File: src/rtl/macro_reduction_defs.sv
// Shared definitions for the multi-cycle reduction engine: op encodings,
// the invert bit position and the FSM state encoding.
package macro_reduction_defs;

    localparam logic [1:0] OP_AND  = 2'b00;
    localparam logic [1:0] OP_OR   = 2'b01;
    localparam logic [1:0] OP_XOR  = 2'b10;
    localparam logic [1:0] OP_RSVD = 2'b11;

    // op[2] turns AND/OR/XOR into NAND/NOR/XNOR on the final result only.
    localparam int OP_INV_BIT = 2;

    typedef enum logic [1:0] {
        ST_IDLE = 2'b00,
        ST_RUN  = 2'b01,
        ST_DONE = 2'b10
    } state_t;

    function automatic logic is_rsvd(input logic [1:0] base);
        return base == OP_RSVD;
    endfunction

endpackage

File: src/rtl/macro_reduction_chunk.sv
// Purely combinational reducer of CHUNK_COUNT words to one word, with a
// 2-bit base-op select. The reserved op yields zero.
module macro_reduction_chunk
    import macro_reduction_defs::*;
#(
    parameter int INPUT_WIDTH = 8,
    parameter int CHUNK_COUNT = 4
) (
    input  logic [1:0]                         op,
    input  logic [INPUT_WIDTH*CHUNK_COUNT-1:0] d,
    output logic [INPUT_WIDTH-1:0]             q
);

    logic [INPUT_WIDTH-1:0] and_q;
    logic [INPUT_WIDTH-1:0] or_q;
    logic [INPUT_WIDTH-1:0] xor_q;

    // All three folds are built side by side and the op picks one.
    always_comb begin
        and_q = '1;
        or_q  = '0;
        xor_q = '0;
        for (int k = 0; k < CHUNK_COUNT; k++) begin
            and_q = and_q & d[k*INPUT_WIDTH +: INPUT_WIDTH];
            or_q  = or_q  | d[k*INPUT_WIDTH +: INPUT_WIDTH];
            xor_q = xor_q ^ d[k*INPUT_WIDTH +: INPUT_WIDTH];
        end
    end

    always_comb begin
        q = '0;
        case (op)
            OP_AND:  q = and_q;
            OP_OR:   q = or_q;
            OP_XOR:  q = xor_q;
            default: q = '0;
        endcase
    end

endmodule

File: src/rtl/macro_reduction_seq.sv
// Multi-cycle reduction engine: latches a wide operand, folds one chunk per
// beat into an accumulator, then presents the word-wide result.
module macro_reduction_seq
    import macro_reduction_defs::*;
#(
    parameter int INPUT_WIDTH = 8,
    parameter int INPUT_COUNT = 16,
    parameter int CHUNK_COUNT = 4
) (
    input  logic                               clk,
    input  logic                               resetn,
    input  logic                               i_valid,
    output logic                               i_ready,
    input  logic [2:0]                         i_op,
    input  logic [INPUT_WIDTH*INPUT_COUNT-1:0] i_d,
    output logic                               o_valid,
    input  logic                               o_ready,
    output logic [INPUT_WIDTH-1:0]             o_q,
    output logic                               o_err,
    output logic                               o_busy,
    output logic [1:0]                         dbg_state
);

    localparam int BEATS      = INPUT_COUNT / CHUNK_COUNT;
    localparam int CW         = (BEATS > 1) ? $clog2(BEATS) : 1;
    localparam int CHUNK_BITS = INPUT_WIDTH * CHUNK_COUNT;
    localparam int DW         = INPUT_WIDTH * INPUT_COUNT;
    localparam logic [CW-1:0] LAST_BEAT = CW'(BEATS - 1);

    if ((INPUT_COUNT % CHUNK_COUNT) != 0 || BEATS < 1) begin : g_bad_params
        $error("INPUT_COUNT must be a nonzero multiple of CHUNK_COUNT");
    end

    // Handshakes: a transfer happens on a rising edge where valid && ready
    // are both high; valid never depends on ready, and once o_valid is up
    // o_q/o_err hold until that transfer.

    state_t                 state_q;
    state_t                 state_d;
    logic [CW-1:0]          cnt_q;
    logic [2:0]             op_q;
    logic [DW-1:0]          data_q;
    logic [INPUT_WIDTH-1:0] acc_q;
    logic [INPUT_WIDTH-1:0] q_q;
    logic                   err_q;

    logic                   accept;
    logic                   last_beat;
    logic [CHUNK_BITS-1:0]  chunk_d;
    logic [INPUT_WIDTH-1:0] chunk_q;
    logic [INPUT_WIDTH-1:0] merged;
    logic [INPUT_WIDTH-1:0] beat_val;

    assign accept    = (state_q == ST_IDLE) && i_valid;
    assign last_beat = (cnt_q == LAST_BEAT);

    // State register
    always_ff @(posedge clk or negedge resetn) begin
        if (!resetn) begin
            state_q <= ST_IDLE;
        end else begin
            state_q <= state_d;
        end
    end

    // Next-state logic
    always_comb begin
        state_d = state_q;
        case (state_q)
            ST_IDLE: if (i_valid)   state_d = ST_RUN;
            ST_RUN:  if (last_beat) state_d = ST_DONE;
            ST_DONE: if (o_ready)   state_d = ST_IDLE;
            default:                state_d = ST_IDLE;
        endcase
    end

    // Output decode
    always_comb begin
        i_ready   = 1'b0;
        o_valid   = 1'b0;
        o_busy    = 1'b0;
        dbg_state = state_q;
        case (state_q)
            ST_IDLE: i_ready = 1'b1;
            ST_RUN:  o_busy  = 1'b1;
            ST_DONE: begin
                o_valid = 1'b1;
                o_busy  = 1'b1;
            end
            default: i_ready = 1'b0;
        endcase
    end

    always_comb begin
        chunk_d = data_q[CHUNK_BITS-1:0];
        for (int b = 0; b < BEATS; b++) begin
            if (cnt_q == CW'(b)) begin
                chunk_d = data_q[b*CHUNK_BITS +: CHUNK_BITS];
            end
        end
    end

    macro_reduction_chunk #(
        .INPUT_WIDTH (INPUT_WIDTH),
        .CHUNK_COUNT (CHUNK_COUNT)
    ) u_chunk (
        .op (op_q[1:0]),
        .d  (chunk_d),
        .q  (chunk_q)
    );

    // Beat 0 seeds the accumulator; later beats fold into it with the same op.
    always_comb begin
        merged = '0;
        case (op_q[1:0])
            OP_AND:  merged = acc_q & chunk_q;
            OP_OR:   merged = acc_q | chunk_q;
            OP_XOR:  merged = acc_q ^ chunk_q;
            default: merged = '0;
        endcase
        beat_val = (cnt_q == '0) ? chunk_q : merged;
    end

    always_ff @(posedge clk or negedge resetn) begin
        if (!resetn) begin
            cnt_q  <= '0;
            op_q   <= '0;
            data_q <= '0;
            acc_q  <= '0;
            q_q    <= '0;
            err_q  <= 1'b0;
        end else if (accept) begin
            cnt_q  <= '0;
            op_q   <= i_op;
            data_q <= i_d;
            q_q    <= '0;
            err_q  <= 1'b0;
        end else if (state_q == ST_RUN) begin
            acc_q <= beat_val;
            if (last_beat) begin
                err_q <= is_rsvd(op_q[1:0]);
                q_q   <= is_rsvd(op_q[1:0]) ? '0
                         : (beat_val ^ {INPUT_WIDTH{op_q[OP_INV_BIT]}});
            end else begin
                cnt_q <= cnt_q + 1'b1;
            end
        end
    end

    assign o_q   = q_q;
    assign o_err = err_q;

endmodule

File: config.mk
export PLATFORM = sky130hd
export DESIGN_NAME = macro_reduction_seq
export DESIGN_NICKNAME = d
export VERILOG_FILES = /design/src/rtl/macro_reduction_defs.sv /design/src/rtl/macro_reduction_chunk.sv /design/src/rtl/macro_reduction_seq.sv
export SDC_FILE = /design/constraint.sdc
export NUM_CORES = 1
export LEC_CHECK = 0
export BUFFER_PORTS_ARGS = -buffer_cell sky130_fd_sc_hd__buf_2
export CAP_MARGIN = 20
export CORE_UTILIZATION = 23
export CTS_CLUSTER_SIZE = 16
export DETAILED_ROUTE_END_ITERATION = 16
export PLACE_DENSITY = 0.38
export SLEW_MARGIN = 30
export SYNTH_ARGS = -nofsm -noshare
export SYNTH_HDL_FRONTEND = slang
export SYNTH_SLANG_ARGS = --single-unit
File: constraint.sdc
create_clock -name clk -period 4.7 [get_ports clk]
set_input_delay 0.705 -clock clk [delete_from_list [all_inputs] [get_ports clk]]
set_output_delay 0.705 -clock clk [all_outputs]
set_load 0.02 [all_outputs]
### Word-level counts from Yosys, hierarchy flattened

Cells that the tools add are included.

* reductions and logical operators: 11
* bitwise logic cells: 14
* add/subtract/negate cells: 1
* eq/ne operators: 12
* muxes and demuxes: 23

Operator list (number)
* 32-bit two-way mux: 3
* 8-bit one-hot mux with 3 select lines: 2
* 8-bit two-way mux: 5
* 8-bit XOR: 5
* 8-bit bitwise AND: 4
* 8-bit bitwise OR: 4
* 2-bit two-way mux: 6
* 2-bit == test (second input constant): 5
* 2-bit inequality test (second input constant): 4
* 2-bit by 1-bit == test with 1-bit output (second input constant): 3
* 2-bit logical NOT: 3
* 1-bit two-way mux: 6
* 2-bit one-hot mux with 3 select lines: 1
* 2-bit AND reduction: 3
* 2-bit nonzero test: 2
* 3-bit AND reduction: 1
* 2-bit by 1-bit adder with 2-bit output (second input constant): 1
* 2-bit OR reduction: 1
* 1-bit logical AND: 1
* 1-bit NOT: 1

* output and inout bits: 14
* register bits: 152

### Longest topological paths before layout

* depth after elaboration: 16
* gate-level depth with buffers: 24

### By module

Synthesis repeated with hierarchy kept, for this count alone.

* cell total of the unflattened synthesis: 700
* area total of the unflattened synthesis: 8039.0 µm²

By module, submodules not included
* macro_reduction_seq: cells an instance 607, area each 7258.2 µm², times used 1
* macro_reduction_chunk: cells an instance 93, area each 780.7 µm², times used 1

### Worst setup path after synthesis

No wires, ideal clock.

* kind: register -> register
* start: reg cnt_q[0]
* end: reg q_q[2] (netlist: o_q[2])
* library setup time: 0.126 ns
* required time: 4.574 ns
* arrival: 4.258 ns
* path slack: 0.316 ns
* cell stages (with the launch flop): 18
* period minus slack after synthesis: 4.384 ns
* cells stage by stage: dfrtp_1 ha_1 buf_2 clkbuf_1 clkbuf_1 clkbuf_1 buf_1 o31ai_1 ha_1 xor3_1 a211oi_1 ha_1 mux2i_1 o22a_1 o22ai_1 a221oi_1 nor2_1 a221o_1

* longest elaborated chain between the ends: 16

Ends and longest elaborated chain
* start, declared: line macro_reduction_seq.sv:40 `logic [CW-1:0] cnt_q;`
* start signal, assigned: line macro_reduction_seq.sv:145 `cnt_q <= cnt_q + 1'b1;`
* 2-bit by 1-bit == test with 1-bit output: line macro_reduction_seq.sv:97 `if (cnt_q == CW'(b)) begin`
* 32-bit two-way mux (3 in a row): line macro_reduction_seq.sv:97
* 8-bit XOR (tied with other cells) (3 in a row): line macro_reduction_chunk.sv:26 `xor_q = xor_q ^ d[k*INPUT_WIDTH +: INPUT_WIDTH];`
* 8-bit one-hot mux with 3 select lines: line macro_reduction_chunk.sv:32 `case (op)`
* 8-bit XOR (tied with other cells): line macro_reduction_seq.sv:118 `OP_XOR: merged = acc_q ^ chunk_q;`
* 8-bit one-hot mux with 3 select lines: line macro_reduction_seq.sv:115 `case (op_q[1:0])`
* 8-bit two-way mux: line macro_reduction_seq.sv:121 `beat_val = (cnt_q == '0) ? chunk_q : merged;`
* 8-bit XOR: line macro_reduction_seq.sv:143 `: (beat_val ^ {INPUT_WIDTH{op_q[OP_INV_BIT]}});`
* 8-bit two-way mux: line macro_reduction_seq.sv:142 `q_q <= is_rsvd(op_q[1:0]) ? '0`
* 8-bit two-way mux: line macro_reduction_seq.sv:140 `if (last_beat) begin`
* 8-bit two-way mux: line macro_reduction_seq.sv:138 `end else if (state_q == ST_RUN) begin`
* 8-bit two-way mux: line macro_reduction_seq.sv:132 `end else if (accept) begin`
* end signal, assigned: line macro_reduction_seq.sv:142
* end, declared: line macro_reduction_seq.sv:44 `logic [INPUT_WIDTH-1:0] q_q;`

Parallel ways exist; a longest one is shown, timed or not. The select of a mux whose other input is x is not followed.
A chain may end at the register's enable or synchronous reset.

### Worst setup path in the final report

Ends and elaborated chain as after synthesis.

==> impl_metrics.toml <==
[outcome]
status = "complete, no violations"

[detailed_routing]
drc_errors = 0
highest_layer = "met4"
dr_total_vias = 7322
avgRoutedWirePerCell_um = 16.8
wl_met2_um = 12300
post_drt_via_cell_ratio = 4.41
drt_iter0_drc = 429
antenna_left = 0
drtPass1Iterations = 6
detail_route.wirelength_um = 27900
routed-wl-met3_um = 732
m1_wl_um = 14500

[synthesis]
asyncSetResetFlopFracSynth_pct = 100
synth.top_cells.by_area = "sky130_fd_sc_hd__dfrtp_1 44%, sky130_fd_sc_hd__nand2_1 19%, sky130_fd_sc_hd__ha_1 5.7%, sky130_fd_sc_hd__inv_1 2.3%, sky130_fd_sc_hd__nor2_1 2.2%"
ys_ff_latch = 152
synth_area_mm2 = 0.00855
share_of_the_yosys_chip_area_belonging_to_registers_pct = 44.5
syn-mean-instance-area_um2 = 8.17
post_synth_inst_count = 1047
edff_count_synth = 0
ys.flop_type = "sky130_fd_sc_hd__dfrtp_1"
synthDominantAreaCellType = "sky130_fd_sc_hd__dfrtp_1"
postSynthNetCount = 1221
post-synth-top-area-fraction_pct = 44.5
yosys_warnings = 0
post_synth_num_cell_types = 60

[finish]
post-route-util_pct = 28.6
layout_common_cells = "422 x sky130_fd_sc_hd__nand2_1, 152 x sky130_fd_sc_hd__dfrtp_1, 147 x sky130_fd_sc_hd__buf_2"
net_total_in_the_final_layout = 1352
fraction_of_layout_instances_using_a_drive_strength_above_1_pct = 19.1
most_common_cell_after_layout_fill_and_taps_aside = "sky130_fd_sc_hd__nand2_1"
antennaDiodeCount = 0
areaGrowthSynthToFinish_pct = 22.5

[critical_path]
worstRegToRegCells = 15
timing.reg2reg.setup_slack_ns = 0.42
crit-reg2reg-capture = "o_q[2]"
cp-start-kind = "flop"
endpoint_kind = "flop"
crit_arrival_ns = 4.61
critical_path_required_ns = 5.03
critical_path_class = "reg2reg"
timing.critical_path.to = "o_q[2]"
critical_path.startpoint = "cnt_q[0]"
crit_path_max_fanout = 46
reg_to_reg_critical_path_startpoint = "cnt_q[0]"

[clocking]
clk_root_buffer_cell = "sky130_fd_sc_hd__clkbuf_16"
cts_hold_buffers = 0
tritoncts = "yes"
clock_path_buffers = 2
cts_resized = 0
htreeDepth = 4
cts_buffers = 17
post_cts.repair.setup_buffers = 0
clk_latency_ns = 0.45
clock-sinks = 152
clkSlewWorstSetupHoldPaths_ns = 0.06

[floorplan]
core_area_mm2 = 0.0366
die-height_um = 195
ios = 149
design.die.area_mm2 = 0.0380
rows = 70
initial_utilization_pct = 23.4
die_width_um = 195

[global_routing]
grt_first_pass_wirelength_um = 43900
grt_max_degree = 85
antenna_found_initial = 0
grt-ovfl-total = 0
vias_in_the_first_global_route = 7472
grt_util_all_layers_pct = 15.3

[timing]
worstMarginPinSlew_ns = 0.891
min_clock_period_post_route_ns = 4.28
worst_clock_skew_ns = 0.0160
max_slew_headroom_at_the_worst_pin_pct = 40.6
final_min_period_over_clock_period_pct = 91.1
timing.fmax_mhz = 234
hold_ws_ns = 0.317
setup_violations = 0
finalHoldViolCount = 0
timing_max_transition_violations_final = 0
setup-tns-final_ns = 0
setup_repair_after_global_routing_missed_its_margin = "false"

[placed_design]
place.detailed.hpwl_um = 20400
gpl.final_weighted_congestion = 0.827
buffer_ports.inserted = 148

[worst_hold_path]
class_of_the_tightest_hold_or_removal_check = "in2async"

[power_and_ir_drop]
leak_nw = 5.28
worst_ir_drop_vdd_v = 0.000372
power_per_cell_area_mw_per_mm2 = 819

[run]
cap_viol_max_count = 0
==> registers in the layout (all words and copies together) (netlist names) <==
signal,cells
op_q,3
o_err,1
o_q,8
dbg_state,2
data_q,128
cnt_q,2
acc_q,8
==> final cells by class <==
class	instances	area (um^2)
well taps	468	586
repair buffers	171	945
clock inverters	11	173
inverters	53	199
fillers	4012	26100
flip-flops and latches	152	3800
clock buffers	21	450
multi-input cells	783	4320
==> worst min path at each step <==
stage / startpoint / end / slack (ns)
3_3_place_gp: data_q[9] / data_q[9] / 0.46
3_5_place_dp: data_q[10] / data_q[10] / 0.46
6_report: resetn / data_q[118] / 0.32
4_1_cts: resetn / data_q[91] / 0.34
5_1_grt: resetn / data_q[118] / 0.36
2_1_floorplan: resetn / acc_q[0] / 0.41
==> per-layer routing <==
metal	vias to the layer above	track usage, %
met2	112	23.1
li1	3694	-
met5	-	0
met3	22	2.79
met1	3494	22.1
met4	0	4.37
==> power breakdown <==
group | total (mW) | internal, mW | leakage, nW | switching (mW)
registers | 2.37 | 1.94 | 1.89 | 0.437
clock network | 1.48 | 0.903 | 0.289 | 0.581
logic | 4.72 | 1.93 | 3.10 | 2.80
==> synthesized netlist by cell type, types with 10 or more instances <==
cell                         n
sky130_fd_sc_hd__nand2_1   423
sky130_fd_sc_hd__dfrtp_1   152
sky130_fd_sc_hd__inv_1      53
sky130_fd_sc_hd__nor2_1     50
sky130_fd_sc_hd__clkbuf_1   43
sky130_fd_sc_hd__ha_1       39
sky130_fd_sc_hd__o21ai_0    28
sky130_fd_sc_hd__a211oi_1   24
sky130_fd_sc_hd__nor2b_1    23
sky130_fd_sc_hd__a21oi_1    21
sky130_fd_sc_hd__mux2i_1    16
sky130_fd_sc_hd__xnor2_1    13
sky130_fd_sc_hd__mux2_2     12
sky130_fd_sc_hd__nand2b_1   10
==> per-stage QoR <==
| stage | cell area, um^2 | power [mW] | instances | worst slack (ns) |
|---|---|---|---|---|
| finish | 10500 | 8.58 | 1659 | 0.421 |
| global route | 10500 | 9.37 | 1659 | 0.0837 |
| CTS | 10500 | 8.72 | 1659 | 0.218 |
| detailed placement | 9840 | 7.17 | 1627 | 0.225 |
| global placement | 9840 | 7.11 | 1627 | 0.306 |
| floorplan | 8550 | 5.66 | 1047 | 0.316 |
==> cells by family after synthesis <==
| kind of cell | synth area share (%) |
|---|---|
| multiplexers | 3.45 |
| AO/OA/AOI/OAI | 12.9 |
| buffers and inverters | 5.32 |
| XOR/XNOR | 2.18 |
| adder cells (fa/ha/maj) | 5.71 |
| AND/OR/NAND/NOR | 25.9 |
| flip-flops | 44.5 |
==> worst max-delay path, cell delays in order (launching register included) <==
cell	delay (ns)
sky130_fd_sc_hd__dfrtp_1	0.45
sky130_fd_sc_hd__inv_1	0.11
sky130_fd_sc_hd__ha_1	0.16
sky130_fd_sc_hd__buf_4	0.42
sky130_fd_sc_hd__a211oi_1	0.11
sky130_fd_sc_hd__o31ai_1	0.38
sky130_fd_sc_hd__ha_1	0.31
sky130_fd_sc_hd__xor3_1	0.40
sky130_fd_sc_hd__a211oi_1	0.34
sky130_fd_sc_hd__ha_1	0.29
sky130_fd_sc_hd__mux2i_1	0.13
sky130_fd_sc_hd__o22a_1	0.15
sky130_fd_sc_hd__o22ai_1	0.07
sky130_fd_sc_hd__a221oi_1	0.46
sky130_fd_sc_hd__nor2_1	0.10
sky130_fd_sc_hd__a221o_1	0.26
(Power assumes the default switching activity.)
